==> config.mk <==
export PLATFORM = sky130hd
export DESIGN_NAME = popcount09_unary_tx
export DESIGN_NICKNAME = d
export VERILOG_FILES = /design/src/rtl/popcount09_unary_tx.sv
export SDC_FILE = /design/constraint.sdc
export NUM_CORES = 1
export LEC_CHECK = 0
export CORE_MARGIN = 3
export CORE_UTILIZATION = 55
export DETAILED_ROUTE_END_ITERATION = 16
export DONT_BUFFER_PORTS = 1
export HOLD_SLACK_MARGIN = 0.12
export PLACE_DENSITY = 0.8
export SYNTH_ARGS = -nofsm -noshare
export SYNTH_HDL_FRONTEND = slang
export SYNTH_SLANG_ARGS = --single-unit
==> constraint.sdc <==
create_clock -name clk -period 2.8 [get_ports clk]
set_input_delay 0.28 -clock clk [delete_from_list [all_inputs] [get_ports clk]]
set_output_delay 0.28 -clock clk [all_outputs]
set_load 0.1 [all_outputs]
==> src/rtl/popcount09_unary_tx.sv <==
// popcount09_unary_tx: expands a count into an N-beat unary frame with min(count,N) ones.
// Ports: cnt_i/cnt_valid_i/cnt_ready_o count in; bit_o/bit_valid_o/bit_last_o/bit_ready_i serial out;
// therm_o/sat_o registered thermometer code and clamp flag of the latest accepted count.
// Build option POPCOUNT09_UNARY_SPREAD_EN spreads the ones evenly (Bresenham) instead of leading.
module popcount09_unary_tx #(
  parameter int N  = 9,
  parameter int CW = 4
) (
  input  logic          clk,
  input  logic          rst_n,
  input  logic [CW-1:0] cnt_i,
  input  logic          cnt_valid_i,
  output logic          cnt_ready_o,
  output logic          bit_o,
  output logic          bit_valid_o,
  output logic          bit_last_o,
  input  logic          bit_ready_i,
  output logic [N-1:0]  therm_o,
  output logic          sat_o
);
  localparam int IW = $clog2(N);
  typedef enum logic {IDLE, SHIFT} state_t;
  state_t state, state_n;
  logic [IW-1:0] idx, idx_n;
  logic [CW-1:0] cnt_q, clamp;
  logic [N-1:0] therm_n;
  logic last, xfer, accept;
  assign last        = idx == IW'(N - 1);
  assign xfer        = state == SHIFT && bit_ready_i;
  // ready also opens on the last-beat transfer so frames can run back to back
  assign cnt_ready_o = state == IDLE || (xfer && last);
  assign accept      = cnt_valid_i && cnt_ready_o;
  assign clamp       = cnt_i > CW'(N) ? CW'(N) : cnt_i;
  assign bit_valid_o = state == SHIFT;
  assign bit_last_o  = bit_valid_o && last;
  always_comb begin
    therm_n = '0;
    for (int k = 0; k < N; k++) therm_n[k] = k < int'(clamp);
  end
  always_comb begin
    state_n = accept ? SHIFT : (xfer && last) ? IDLE : state;
    idx_n   = (accept || (xfer && last)) ? '0 : xfer ? IW'(idx + 1'b1) : idx;
  end
  always_ff @(posedge clk or negedge rst_n)
    if (!rst_n) begin
      state   <= IDLE;
      idx     <= '0;
      cnt_q   <= '0;
      therm_o <= '0;
      sat_o   <= 1'b0;
    end else begin
      state <= state_n;
      idx   <= idx_n;
      if (accept) begin
        cnt_q   <= clamp;
        therm_o <= therm_n;
        sat_o   <= cnt_i > CW'(N);
      end
    end
`ifdef POPCOUNT09_UNARY_SPREAD_EN
  localparam int AW = $clog2(2 * N);
  logic [AW-1:0] acc;
  logic [AW:0] sum;
  logic hit;
  // acc stays below N, so acc+cnt_q crossing N marks where the next one falls
  assign sum   = (AW + 1)'(acc) + (AW + 1)'(cnt_q);
  assign hit   = sum >= (AW + 1)'(N);
  assign bit_o = bit_valid_o && hit;
  always_ff @(posedge clk or negedge rst_n)
    if (!rst_n) acc <= '0;
    else if (accept) acc <= '0;
    else if (xfer) acc <= AW'(hit ? sum - (AW + 1)'(N) : sum);
`else
  assign bit_o = bit_valid_o && (int'(idx) < int'(cnt_q));
`endif
endmodule

After elaboration in Yosys (flattened, before gate mapping)
Cells that the tools add are included.
Cells by class
  order comparisons: 11
  equality and inequality tests: 1
  bitwise logic cells: 1
  $add $sub $neg: 1
  mux-type cells: 5
  reduce and logical (&&, ||, !) cells: 9
Operators by type and width (number)
  $lt A3 B4 Y1 const A: 4
  $mux W4: 3
  $lt A1 B4 Y1 const A: 2
  $lt A2 B4 Y1 const A: 2
  $logic_and A1 B1 Y1: 5
  $add A4 B1 Y4 const B: 1
  $eq A4 B4 Y1 const B: 1
  $gt A4 B4 Y1 const B: 1
  $lt A4 B4 Y1: 1
  $lt A4 B4 Y1 const A: 1
  $reduce_bool A2 Y1: 2
  $logic_or A1 B1 Y1: 2
  $mux W1: 2
  $not A1 Y1: 1
Word-level totals
  output and inout bits: 14
  register bits after elaboration: 19
  input bits: 8
  logic and storage cells: 33

Longest topological paths before layout
  word-level depth: 6
  depth in mapped cells: 7
  gate-level depth less buffers: 6

Least setup slack after synthesis
OpenSTA, ideal clock, no wires.
  path kind: register to output
  from: register state, in the netlist bit_valid_o
  to: output port bit_o
  data arrival time: 2897 ps
  cell stages (with the launch flop): 4
  slack: -377 ps
  buffers on the path: 1
  required time: 2520 ps
  path through: dfrtp_1 -> clkbuf_1 -> nand3b_1 -> a31oi_1
On the way
  longest elaborated chain between the ends: 1
RTL lines
  start, declared: line 23  | state_t state, state_n;
  start signal, assigned: line 52  | state <= state_n;
  $logic_and A1 B1 Y1: line 74  | assign bit_o = bit_valid_o && (int'(idx) < int'(cnt_q));
  end, declared: line 14  | output logic bit_o,
Every way passes these cells.

Worst setup path in the final report
  from: register idx[0]
  to: output port cnt_ready_o
On the way
  longest elaborated chain between the ends: 3
RTL lines
  start, declared: line 24  | logic [IW-1:0] idx, idx_n;
  start signal, assigned: line 53  | idx <= idx_n;
  $eq A4 B4 Y1: line 28  | assign last = idx == IW'(N - 1);
  $logic_and A1 B1 Y1: line 31  | assign cnt_ready_o = state == IDLE || (xfer && last);
  $logic_or A1 B1 Y1: line 31
  end, declared: line 13  | output logic cnt_ready_o,
Every way passes these cells.

==> flow_summary.toml <==
[drt]
dr_wl_met2_um = 931
firstDrtPassIters = 4
vias = 717
routed_wl_um = 1990
wl_met1_um = 900
routed.top_layer = "met4"
ant_nets = 0
wl_per_cell_um = 16.0
route.detailed.drc = 0
routed-wl-met3_um = 132
vias_per_cell = 5.74
dr.first_iter.drc_count = 27

[hold_path]
hold_depth = 2
whs_endpoint = "bit_valid_o"
hold_path_class = "in2reg"
hold_path_startpoint = "cnt_valid_i"

[sta]
fin_crit_ns = 2.05
tns_ns = 0
rsz0062_at_grt = "no"
worstMarginPinSlew_ns = 0.906
setup_viol = 0
fin_worst_skew_ns = 0.000786
relSlewSlack_pct = 39.6
final_hold_viol_count = 0
period_share_pct = 73.1
fmax_mhz = 488
slew_viol_final = 0

[layout]
layout_commonest_cell = "dfrtp_1"
fillerInstances = 128
synthToLayoutAreaGrowth_pct = 8.19
diodes = 0
seq_area_um2 = 450
nets = 115
final_cell_mix = "18 x dfrtp_1, 10 x nand2_1, 9 x inv_1"
drive_gt1_share_pct = 18.8
multi_input_area_um2 = 477

[die]
start_util_pct = 62.3
ios = 22
rows = 14
dieHeight_um = 48.5
core_mm2 = 0.00159
die_area_mm2 = 0.00235
die_w_um = 48.5

[synthesis]
synth_nets = 110
synth_top_family_by_area = "simple AND/OR/NAND/NOR gates"
synth_compound_area_share_pct = 18.3
yosysSeqAreaShare_pct = 45.3
synth_xor_area_share_pct = 0
syn_inst = 97
synth-edff-count = 0
synth_mux_area_share_pct = 3.27
netlist_area_um2 = 993
synth-seq-cells = 18
yosys.area.top_type = "dfrtp_1"
synth_area_per_cell_um2 = 10.2
ys_top_cells_by_area = "dfrtp_1 45%, ha_1 6.3%, nand2_1 3.8%, inv_1 3.4%, nand3b_1 3.0%"
synth-main-ff-cell = "dfrtp_1"
async_flop_share_pct = 100
synthAdderAreaFrac_pct = 6.30
yosys.area_share.simple_pct = 19.5
yosysTopAreaCellShare_pct = 45.3
yosys.cell_types.count = 36
ys.warnings.count = 0

[clocking]
cts_buffers = 3
clock_path_buffers = 2
cts.sinks = 18
cts_setup_buffers = 0
cts_tree = "built"
clk_latency_ns = 0.29
cts_max_level = 1
clockRootBuffer = "clkbuf_4"
clkTransAtPathRegs_ns = 0.11

[setup_path]
worstPathArrival_ns = 1.77
path_delay_family = "flip-flops"
cpMostUsedCell = "inv_1"
end_kind = "output port"
r2r_cells = 5
worstPathRequired_ns = 2.52
path_buf_inv = 3
crit_slowest_cell = "dfrtp_1"
path_cells = "inv_1 > ha_1 > nand4b_4 > and2_4 > inv_1 > buf_4"
cp_slowest_stage_delay_ns = 0.46
r2r-end = "therm_o[1]"
r2r_start = "idx[0]"
crit_type = "reg2out"
startpoint_type = "flip-flop"
path_max_fanout = 8
ff2ff_setup_slack_ns = 0.88

[global_route]
grt_pass1_vias = 733
grt.overflow.total = 0
antenna_found_initial = 0
grt_pass1_wl_um = 3460
grt_max_degree = 19
grt.total_usage_pct = 18.9

[outcome]
status = "finished, final reports clean"

[placed_design]
globalplace.congestion = 0.785
hpwl_um = 1430
numPortBuffers = 0

[flow_run]
maxCapViolCount = 0
==> worst reg2reg max path: stages, from the launching register on <==
cell      delay, ns
dfrtp_1        0.46
inv_1          0.09
ha_1           0.22
nand4b_4       0.12
a21oi_2        0.52
mux2_2         0.40
==> state kept, by name, summed over array words and instances (netlist names) <==
register     count
therm_o          9
idx              4
cnt_q            3
bit_valid_o      1
sat_o            1
==> how the worst max path moves through the flow <==
stage | start | endpoint | slack [ns] | cells after the start
detailed placement | idx[0] | therm_o[1] | 0.91 | 5
global placement | idx[0] | therm_o[1] | 0.98 | 5
global route | idx[0] | cnt_ready_o | 0.64 | 6
floorplan | bit_valid_o | bit_o | 0.18 | 3
finish | idx[0] | cnt_ready_o | 0.75 | 6
CTS | idx[0] | cnt_ready_o | 0.76 | 6
==> cells in the mapped netlist, drive strengths merged (4+ instances only) <==
master and number:
buf 4, a31oi 4, a21oi 4, ha 5, dfrtp 18, nand3b 4
inv 9, nand2 10
==> stage by stage <==
| stage | instances | util, % | hold slack [ns] | setup slack, ns | cell area (um2) |
|---|---|---|---|---|---|
| 2_1_floorplan | 97 | - | -0.0156 | 0.179 | 1000 |
| 3_3_place_gp | 120 | 64.5 | -0.0150 | 0.975 | 1030 |
| 3_5_place_dp | 120 | 64.5 | -0.0150 | 0.907 | 1030 |
| 4_1_cts | 125 | 67.4 | 0.139 | 0.761 | 1070 |
| 5_1_grt | 125 | 67.4 | 0.137 | 0.641 | 1070 |
| 6_report | 125 | 67.4 | 0.139 | 0.752 | 1070 |
==> logic make-up (layout without fill, tap and decap cells) <==
family	Yosys count	after routing
AOI/OAI and AO/OA	25	25
adders and majority gates	5	5
buffers and inverters	15	19
DFF	18	18
muxes	3	3
and+or+nand+nor	31	31
==> what timing repair did <==
action | CTS | global route
hold endpoints to repair | 18 | 0
hold buffers | 1 | 0
resized for setup | 0 | 0
endpoints found under the setup margin | 0 | 0
==> layout make-up <==
type                            count  area share [%]
Clock buffer                        4            3.38
Tap cell                           24            2.79
Sequential cell                    18            41.9
Multi-Input combinational cell     64            44.4
Timing Repair Buffer                6            4.42
Inverter                            9            3.14
==> metal layers <==
metal  global-route usage, %  up-vias
met5                       0        -
met2                    28.7       21
li1                        -      352
met1                    25.7      340
met4                    6.64        0
met3                    5.52        4
Power is not shown: default switching activity piles up to over one toggle a cycle in this logic, so the estimate is an artifact.
